File: config.mk
export PLATFORM = sky130hd
export DESIGN_NAME = dircc_rx_mailbox
export DESIGN_NICKNAME = d
export VERILOG_FILES = /design/src/rtl/dircc_pkg.sv /design/src/rtl/dircc_rx_mailbox_ram.sv /design/src/rtl/dircc_rx_mailbox.sv
export SDC_FILE = /design/constraint.sdc
export NUM_CORES = 1
export LEC_CHECK = 0
export BUFFER_PORTS_ARGS = -buffer_cell sky130_fd_sc_hd__buf_2
export CAP_MARGIN = 15
export CORE_MARGIN = 2
export CORE_UTILIZATION = 40
export DETAILED_ROUTE_END_ITERATION = 8
export PLACE_DENSITY_LB_ADDON = 0.3
export SLEW_MARGIN = 20
export SYNTH_ARGS = -nofsm -noshare
export SYNTH_HDL_FRONTEND = slang
export SYNTH_HIERARCHICAL = 1
export SYNTH_SLANG_ARGS = --single-unit
File: constraint.sdc
create_clock -name clk_clk -period 10 [get_ports clk_clk]
set_input_delay 0.5 -clock clk_clk [delete_from_list [all_inputs] [get_ports clk_clk]]
set_output_delay 0.5 -clock clk_clk [all_outputs]
set_load 0.01 [all_outputs]
File: src/rtl/dircc_pkg.sv
// Shared definitions for the DiRCC receive mailbox: state encoding,
// CSR word addresses and register bit positions.
package dircc_pkg;

    typedef enum logic [1:0] {
        IDLE = 2'd0,
        RECV = 2'd1,
        HOLD = 2'd2,
        DROP = 2'd3
    } dircc_rxmb_state_t;

    localparam logic [6:0] RXMB_STATUS    = 7'd0;
    localparam logic [6:0] RXMB_CONTROL   = 7'd1;
    localparam logic [6:0] RXMB_LENGTH    = 7'd2;
    localparam logic [6:0] RXMB_DATA_BASE = 7'd64;

    localparam int STAT_FULL      = 0;
    localparam int STAT_OVERFLOW  = 1;
    localparam int STAT_FRAMING   = 2;
    localparam int STAT_STRAY     = 3;
    localparam int STAT_COUNT_LSB = 16;

    localparam int CTRL_RELEASE = 0;
    localparam int CTRL_CLEAR   = 1;
    localparam int CTRL_IRQ_EN  = 2;

    // Byte length of a packet: four bytes per word minus the unused bytes of the last beat.
    function automatic logic [15:0] rxmb_byte_len(input logic [6:0] words, input logic [1:0] empty);
        return {7'd0, words, 2'b00} - {14'd0, empty};
    endfunction

endpackage

File: src/rtl/dircc_rx_mailbox_ram.sv
// Packet buffer: one synchronous write port for the stream, one enabled
// synchronous read port for the CSR side (output holds between reads).
module dircc_rx_mailbox_ram #(
    parameter int DEPTH = 32,
    parameter int AW    = 5
) (
    input  logic          clk,
    input  logic          i_wrEn,
    input  logic [AW-1:0] i_wrAddr,
    input  logic [31:0]   i_wrData,
    input  logic          i_rdEn,
    input  logic [AW-1:0] i_rdAddr,
    output logic [31:0]   o_rdData
);

    logic [31:0] r_mem [DEPTH];

    always_ff @(posedge clk) begin
        if (i_wrEn) begin
            r_mem[i_wrAddr] <= i_wrData;
        end
        if (i_rdEn) begin
            o_rdData <= r_mem[i_rdAddr];
        end
    end

endmodule

File: src/rtl/dircc_rx_mailbox.sv
// Receive mailbox: captures one packet from the router's local-delivery stream,
// holds it with backpressure until the processor releases it over the CSR port.
module dircc_rx_mailbox
    import dircc_pkg::*;
#(
    parameter int MAX_WORDS = 32
) (
    input  logic        clk_clk,
    input  logic        reset_reset_n,
    input  logic [31:0] in_data,
    input  logic        in_valid,
    output logic        in_ready,
    input  logic        in_startofpacket,
    input  logic        in_endofpacket,
    input  logic [1:0]  in_empty,
    input  logic [6:0]  csr_address,
    input  logic        csr_read,
    output logic [31:0] csr_readdata,
    input  logic        csr_write,
    input  logic [31:0] csr_writedata,
    output logic        irq
);

    localparam int         AW      = (MAX_WORDS > 1) ? $clog2(MAX_WORDS) : 1;
    localparam logic [6:0] MAX_CNT = 7'(MAX_WORDS);

    dircc_rxmb_state_t r_state;
    logic [6:0]  r_count;
    logic [15:0] r_length;
    logic        r_overflow;
    logic        r_framing;
    logic        r_stray;
    logic        r_irqEn;
    logic        r_irq;
    logic [31:0] r_regData;
    logic        r_isData;

    logic        w_fire;
    logic        w_restart;
    logic [6:0]  w_wrIdx;
    logic [6:0]  w_nextWords;
    logic        w_overrun;
    logic        w_wrEn;
    logic        w_setStray;
    logic        w_setFraming;
    logic        w_setOverflow;
    logic        w_ctrlWr;
    logic        w_clear;
    logic        w_release;
    logic        w_dataHit;
    logic [31:0] w_status;
    logic [31:0] w_regValue;
    logic [31:0] w_ramData;
    logic        w_unused;

    assign in_ready = (r_state != HOLD);
    assign irq      = r_irq;

    assign w_fire        = in_valid && in_ready;
    assign w_restart     = (r_state == IDLE) || in_startofpacket;
    assign w_wrIdx       = w_restart ? 7'd0 : r_count;
    assign w_nextWords   = w_wrIdx + 7'd1;
    // A non-sop beat arriving once the buffer is full cannot be stored, eop or not.
    assign w_overrun     = (r_state == RECV) && !in_startofpacket && (r_count == MAX_CNT);
    assign w_wrEn        = w_fire && (((r_state == IDLE) && in_startofpacket) ||
                                      ((r_state == RECV) && !w_overrun));
    assign w_setStray    = w_fire && (r_state == IDLE) && !in_startofpacket;
    assign w_setFraming  = w_fire && (r_state == RECV) && in_startofpacket;
    assign w_setOverflow = w_fire && w_overrun;

    assign w_ctrlWr  = csr_write && (csr_address == RXMB_CONTROL);
    assign w_clear   = w_ctrlWr && csr_writedata[CTRL_CLEAR];
    assign w_release = w_ctrlWr && csr_writedata[CTRL_RELEASE];
    assign w_dataHit = csr_address[6] && ({1'b0, csr_address[5:0]} < MAX_CNT);
    assign w_unused  = ^csr_writedata[31:3];

    always_ff @(posedge clk_clk or negedge reset_reset_n) begin
        if (!reset_reset_n) begin
            r_state  <= IDLE;
            r_count  <= 7'd0;
            r_length <= 16'd0;
        end else begin
            case (r_state)
                IDLE: begin
                    if (w_fire && in_startofpacket) begin
                        r_count <= w_nextWords;
                        if (in_endofpacket) begin
                            r_state  <= HOLD;
                            r_length <= rxmb_byte_len(w_nextWords, in_empty);
                        end else begin
                            r_state <= RECV;
                        end
                    end
                end
                RECV: begin
                    if (w_fire) begin
                        if (w_overrun) begin
                            r_count <= 7'd0;
                            r_state <= in_endofpacket ? IDLE : DROP;
                        end else begin
                            r_count <= w_nextWords;
                            if (in_endofpacket) begin
                                r_state  <= HOLD;
                                r_length <= rxmb_byte_len(w_nextWords, in_empty);
                            end
                        end
                    end
                end
                HOLD: begin
                    if (w_release) begin
                        r_state <= IDLE;
                    end
                end
                DROP: begin
                    if (w_fire && in_endofpacket) begin
                        r_state <= IDLE;
                    end
                end
                default: r_state <= IDLE;
            endcase
        end
    end

    // Sticky error bits: a set event in the same cycle as a clear write wins.
    always_ff @(posedge clk_clk or negedge reset_reset_n) begin
        if (!reset_reset_n) begin
            r_overflow <= 1'b0;
            r_framing  <= 1'b0;
            r_stray    <= 1'b0;
            r_irqEn    <= 1'b0;
            r_irq      <= 1'b0;
        end else begin
            r_overflow <= (r_overflow && !w_clear) || w_setOverflow;
            r_framing  <= (r_framing && !w_clear) || w_setFraming;
            r_stray    <= (r_stray && !w_clear) || w_setStray;
            if (w_ctrlWr) begin
                r_irqEn <= csr_writedata[CTRL_IRQ_EN];
            end
            r_irq <= (r_state == HOLD) && r_irqEn;
        end
    end

    always_comb begin
        w_status = '0;
        w_status[STAT_FULL]              = (r_state == HOLD);
        w_status[STAT_OVERFLOW]          = r_overflow;
        w_status[STAT_FRAMING]           = r_framing;
        w_status[STAT_STRAY]             = r_stray;
        w_status[STAT_COUNT_LSB +: 7]    = r_count;
    end

    always_comb begin
        w_regValue = '0;
        case (csr_address)
            RXMB_STATUS:  w_regValue = w_status;
            RXMB_CONTROL: w_regValue[CTRL_IRQ_EN] = r_irqEn;
            RXMB_LENGTH:  w_regValue = {16'd0, r_length};
            default:      w_regValue = '0;
        endcase
    end

    // Register values are snapshotted at the read so the result holds until the next read.
    always_ff @(posedge clk_clk or negedge reset_reset_n) begin
        if (!reset_reset_n) begin
            r_regData <= 32'd0;
            r_isData  <= 1'b0;
        end else if (csr_read) begin
            r_regData <= w_regValue;
            r_isData  <= w_dataHit;
        end
    end

    assign csr_readdata = r_isData ? w_ramData : r_regData;

    dircc_rx_mailbox_ram #(
        .DEPTH (MAX_WORDS),
        .AW    (AW)
    ) u_ram (
        .clk      (clk_clk),
        .i_wrEn   (w_wrEn),
        .i_wrAddr (w_wrIdx[AW-1:0]),
        .i_wrData (in_data),
        .i_rdEn   (csr_read && w_dataHit),
        .i_rdAddr (csr_address[AW-1:0]),
        .o_rdData (w_ramData)
    );

endmodule

## After elaboration in Yosys (flattened, before gate mapping)

Memories as Yosys holds them, arrays and structs flattened. A register that Yosys moved wholly into a read port is not among the register bits.
Index checks and enable logic that the tools add are counted.

| cells by class | value |
|---|---|
| muxes and demuxes | 25 |
| magnitude comparators | 1 |
| equal/unequal tests | 13 |
| add/sub/neg operators | 2 |
| reduce and logical (&&, ||, !) cells | 36 |

Operator list:

| kind | count |
|---|---|
| 16-bit two-way mux | 4 |
| 20-bit one-hot mux with 2 select lines | 1 |
| 32-bit two-way mux | 1 |
| 16-bit one-hot mux with 2 select lines | 1 |
| 7-bit two-way mux | 4 |
| 1-bit logical AND | 22 |
| 2-bit two-way mux | 8 |
| 7-bit one-hot mux with 2 select lines | 1 |
| 2-bit != test, second input constant | 5 |
| 9-bit by 2-bit subtractor with 10-bit output | 1 |
| 2-bit one-hot mux with 4 select lines | 1 |
| 7-bit by 1-bit adder with 7-bit output, second input constant | 1 |
| 7-bit by 1-bit equality test with 1-bit output, second input constant | 1 |
| 7-bit by 2-bit equality test with 1-bit output, second input constant | 1 |
| 7-bit by 6-bit equality test with 1-bit output, second input constant | 1 |
| 7-bit logical NOT | 1 |
| 6-bit < comparator, second input constant | 1 |
| 1-bit logical OR | 5 |
| 5-bit AND reduction | 1 |
| 2-bit equality test, second input constant | 2 |
| 2-bit one-hot mux with 2 select lines | 1 |
| 4-bit AND reduction | 1 |
| 1-bit logical NOT | 3 |
| 3-bit != test, second input constant | 1 |
| other kinds (7) | 8 |

| storage, ports and cells | value |
|---|---|
| memories kept | 1 |
| flip-flop bits (word level) | 63 |
| logic and storage cells | 88 |
| output and inout bits | 34 |
| input port bits | 80 |
| bits in writable memories | 1,024 |

Memory list:

| name | words | width | read ports | clocked after Yosys merged registers in | wr ports | RTL line | source |
|---|---|---|---|---|---|---|---|
| u_ram.r_mem | 32 | 32 | 1 | 1 | 1 | dircc_rx_mailbox_ram.sv:16 | `logic [31:0] r_mem [DEPTH];` |

## Logic depth before layout (Yosys ltp)

| depth | value |
|---|---|
| depth in word-level cells | 9 |
| mapped depth | 10 |
| mapped depth without buffers | 9 |

## Cells and area by module

Netlist, hierarchy kept.

By module, submodules not included:

| module | cells each | times used | area each (µm²) | seq. area each (µm²) |
|---|---|---|---|---|
| dircc_rx_mailbox_ram | 2,260 | 1 | 40,805.4 | 31,710.4 |
| dircc_rx_mailbox | 247 | 1 | 2,433.6 | 1,051.0 |

## Least setup slack after synthesis

OpenSTA, ideal clock, no wires.

| timing path | value |
|---|---|
| path kind | flip-flop to flip-flop |
| start point | reg r_state[1] |
| end point | mem u_ram.r_mem[28][0] (enable) |
| setup slack | 6.437 ns |
| stages on the path, launching flop included | 8 |
| data required time | 9.579 ns |
| buffers on the path | 1 |
| setup time | 0.421 ns |
| arrival | 3.142 ns |
| period minus slack after synthesis | 3.563 ns |
| cells stage by stage | dfrtp_1 and2b_2 o21a_1 nand2_1 inv_1 or3b_2 clkbuf_1 nor2_1 |

| between the ends | value |
|---|---|
| word-level cells in the longest chain between the ends | 9 |
| elaborated cells between the ends (all ways) | 15 |
| classes of those cells | eq/ne (2); mux (3); reduce/logical (10) |

Ends and longest elaborated chain:

| what | RTL line | source |
|---|---|---|
| start, declared | dircc_rx_mailbox.sv:27 | `dircc_rxmb_state_t r_state;` |
| start signal, assigned | dircc_rx_mailbox.sv:99 | `r_state <= in_endofpacket ? IDLE : DROP;` |
| 2-bit by 1-bit equality test with 1-bit output | dircc_rx_mailbox.sv:64, dircc_rx_mailbox.sv:66 |  |
| 1-bit logical AND (2 in series) | dircc_rx_mailbox.sv:64 | `assign w_overrun = (r_state == RECV) && !in_startofpacket && (r_count == MAX_CNT);` |
| 1-bit logical NOT | dircc_rx_mailbox.sv:66 | `((r_state == RECV) && !w_overrun));` |
| 1-bit logical AND | dircc_rx_mailbox.sv:66 |  |
| 1-bit logical OR | dircc_rx_mailbox.sv:65 | `assign w_wrEn = w_fire && (((r_state == IDLE) && in_startofpacket) \|\|` |
| 1-bit logical AND (*) | dircc_rx_mailbox.sv:65 |  |
| named net w_wrEn | dircc_rx_mailbox.sv:43 | `logic w_wrEn;` |
| 1-bit two-way mux (*) | dircc_rx_mailbox_ram.sv:19 | `if (i_wrEn) begin` |
| 1-bit two-way mux (implied by the code) (*) | dircc_rx_mailbox_ram.sv:20 | `r_mem[i_wrAddr] <= i_wrData;` |
| end, declared | dircc_rx_mailbox_ram.sv:16 |  |

Mark *: on every way through the listed nets, which the timed path passes. The rest lies on a longest branch.

## Final worst setup path

| timing path | value |
|---|---|
| start point | reg r_state[1] |
| end point | mem u_ram.r_mem[2][0] (enable) |

The elaborated chain is that of the path after synthesis.

==> flow_summary.yaml <==
logic_synthesis:
  synth-edff-count: 1056
  ys_top_cells_by_count: "edfxtp_1 (1,056), mux2i_1 (514), nand2_1 (131), nand3_1 (104), a21oi_1 (99)"
  synth-seq-cells: 1098
  netlist_area_um2: 43240
  synth.area.top_cells: "edfxtp_1 (73%), mux2i_1 (12%), dfrtp_1 (2.4%)"
  ys_seq_area_share_pct: 75.77
  ys.warnings.count: 6
  synth.distinct_cells: 60
  synth_top_area_cell: "edfxtp_1"
  synthMostInstantiatedCell: "edfxtp_1"
  synth_top_area_share_pct: 73.34
  synthesis.instances: 2507
  avgSynthCellArea_um2: 17.25
  async_flop_share_pct: 3.825
  synth_fp_nets: 2590
  synth-main-ff-cell: "edfxtp_1"
power_and_ir_drop:
  powerDensity_nw_per_um2: 201.9
  ir_drop_v: 0.0001492
  total_power_w: 0.009885
  leakage_nw: 17.14
sta:
  hold_viol_final: 0
  grt_setup_unrepaired: "no"
  worst_pin_slew_ns: 1.139
  finalSetupViolCount: 0
  fin_crit_sh_pct: 38.52
  maxSlewViolCount: 0
  fin_setup_tns_ns: 0
  fin_worst_skew_ns: 0.01500
  fin_crit_ns: 3.852
  maxSlewHeadroom_pct: 23.82
  fmax_mhz: 259.6
clocking:
  insertion_delay_ns: 0.68
  cts_resized: 0
  clock_path_buffers: 3
  cts_sinks: 1098
  root_buffer: "clkbuf_16"
  post_cts_buffers: 0
  htreeDepth: 3
  tritoncts: "built"
  cts_buffers: 111
  postCtsHoldBufs: 2
  clkTransAtPathRegs_ns: 0.06
setup_path:
  worstSetupPathType: "flip-flop to flip-flop"
  crit_chain: "and2b_2 > o21a_1 > nand2_1 > inv_1 > nand3b_1 > nor2_4 > buf_4"
  regToRegStartpoint: "r_state[1]"
  slowest_stage: "nor2_4"
  cp_num_buf_inv: 2
  startpoint_type: "flip-flop"
  critPathTopFamily: "simple AND/OR/NAND/NOR gates"
  crit_start: "r_state[1]"
  cp-end-kind: "flip-flop"
  cp.arrival_ns: 4.16
  max_stage_delay_ns: 0.83
  cp_data_required_time_ns: 10.31
  critPathMaxFanout: 21
routing:
  drc_errors: 0
  drtAntennaViolNets: 0
  drt-pass1-iter-count: 6
  wire_per_inst_um: 26.44
  via_per_inst: 5.650
  via_count: 23240
  drtIter0Drc: 2428
  routed_wirelength_um: 108800
global_route:
  grt-ovfl-total: 0
  grt_pass1_vias: 22740
  grt_pass1_wl_um: 155800
  grt.total_usage_pct: 19.30
  grt_antenna_before_repair: 12
  grt_max_degree: 129
floorplanning:
  die_w_um: 332.8
  die_h_um: 332.8
  initial_core_util_pct: 40.33
  ios: 114
  die_area_um2: 110700
  core_um2: 107200
  std_cell_rows: 120
placed_design:
  portBuffers: 84
  gp_congestion: 0.7803
  dpl.cell_count: 3904
  dp_hpwl_um: 55500
cells_and_area:
  synthToLayoutAreaGrowth_pct: 13.24
  num-fill-cells: 9192
  fin_nets: 2699
  antenna_cells: 0
  stdcell_count: 4113
  drive_gt1_share_pct: 13.84
flow_run:
  max_cap_violations: 0
hold_path:
  min_from: "in_valid"
  hold_path_class: "input pin to flip-flop"
status:
  status: "complete, no violations"
registers in the layout (all words and copies together) (netlist names):
register        count
u_ram/r_mem      1024
u_ram/o_rdData     32
r_regData          17
r_length           10
r_count             7
r_state             2
irq                 1
r_framing           1
r_irqEn             1
r_isData            1
r_overflow          1
r_stray             1
kinds of logic (layout without fill, tap and decap cells):
| logic type | count (synthesis) | in the layout | share of synthesized area (%) |
|---|---|---|---|
| buffers and inverters | 150 | 353 | 1.988 |
| AO/OA/AOI/OAI | 344 | 344 | 5.536 |
| multiplexers | 533 | 533 | 12.40 |
| XOR/XNOR | 6 | 6 | 0.1216 |
| flip-flops | 1098 | 1098 | 75.77 |
| AND/OR/NAND/NOR | 373 | 373 | 4.098 |
| adder cells (fa/ha/maj) | 3 | 3 | 0.08682 |
final timing paths:
kind                                endpoint  slack [ns]  depth (start not counted)
setup reg to reg           u_ram/r_mem[2][0]        6.15                          7
hold reg to reg                 r_length[14]        0.48                          2
hold / removal                    r_state[0]        0.08                          2
min in group asynchronous          r_framing        0.50                          2
setup / recovery           u_ram/r_mem[2][0]        6.15                          7
max in group asynchronous           r_isData        8.85                          2
metal layers:
layer / global-route usage (%) / vias up / wire length, µm
li1: - / 10110 / -
met1: 27.17 / 12000 / 47190
met2: 30.43 / 928 / 50370
met3: 3.795 / 185 / 8399
met4: 5.690 / 14 / 2722
met5: 0 / - / 75
worst reg2reg max path, cell delays in order (launching register included):
cell and delay, ns:
dfrtp_1 0.47, and2b_2 0.27, o21a_1 0.24, nand2_1 0.14, inv_1 0.24, nand3b_1 0.65, nor2_4 0.83, buf_4 0.61
final cells by class:
class                      instances  area, µm²  area share [%]
sequential                      1098      32760           66.91
multi-input combinational       1259       9893           20.20
clock buffer                     133       2903           5.928
tap                             1403       1755           3.585
timing repair buffer             136      875.8           1.789
clock inverter                    74      738.2           1.508
inverter                          10      37.54         0.07666
report_power, final:
part / total (W) / switching (W) / leakage, nW / internal (W)
sequential: 0.00517 / 0.0000517 / 10.1 / 0.00512
clock: 0.00413 / 0.00171 / 1.79 / 0.00242
combinational: 0.000582 / 0.000390 / 5.29 / 0.000191
metrics by stage:
step	instance area, µm²	hold WS (ns)	utilization (%)	setup WS, ns
floorplan	43240	0.2044	-	6.437
global placement	45300	0.4736	42.26	6.095
detailed placement	45300	0.4688	42.26	6.036
CTS	48970	0.04655	45.68	6.179
global route	48970	0.06652	45.68	6.001
finish	48970	0.08002	45.68	6.148
placed cells by master, fill, tap and decap left out, drive strengths merged, types with 19 or more instances in the layout:
cell type / n
a22o: 84
nand2: 131
dfrtp: 42
a22oi: 96
buf: 134
clkbuf: 133
a21oi: 99
mux2i: 514
nor3: 36
a31oi: 34
nand3: 105
mux2: 19
clkinv: 55
nor2: 49
edfxtp: 1056
No activity file was read; power rests on OpenSTA's default activity.
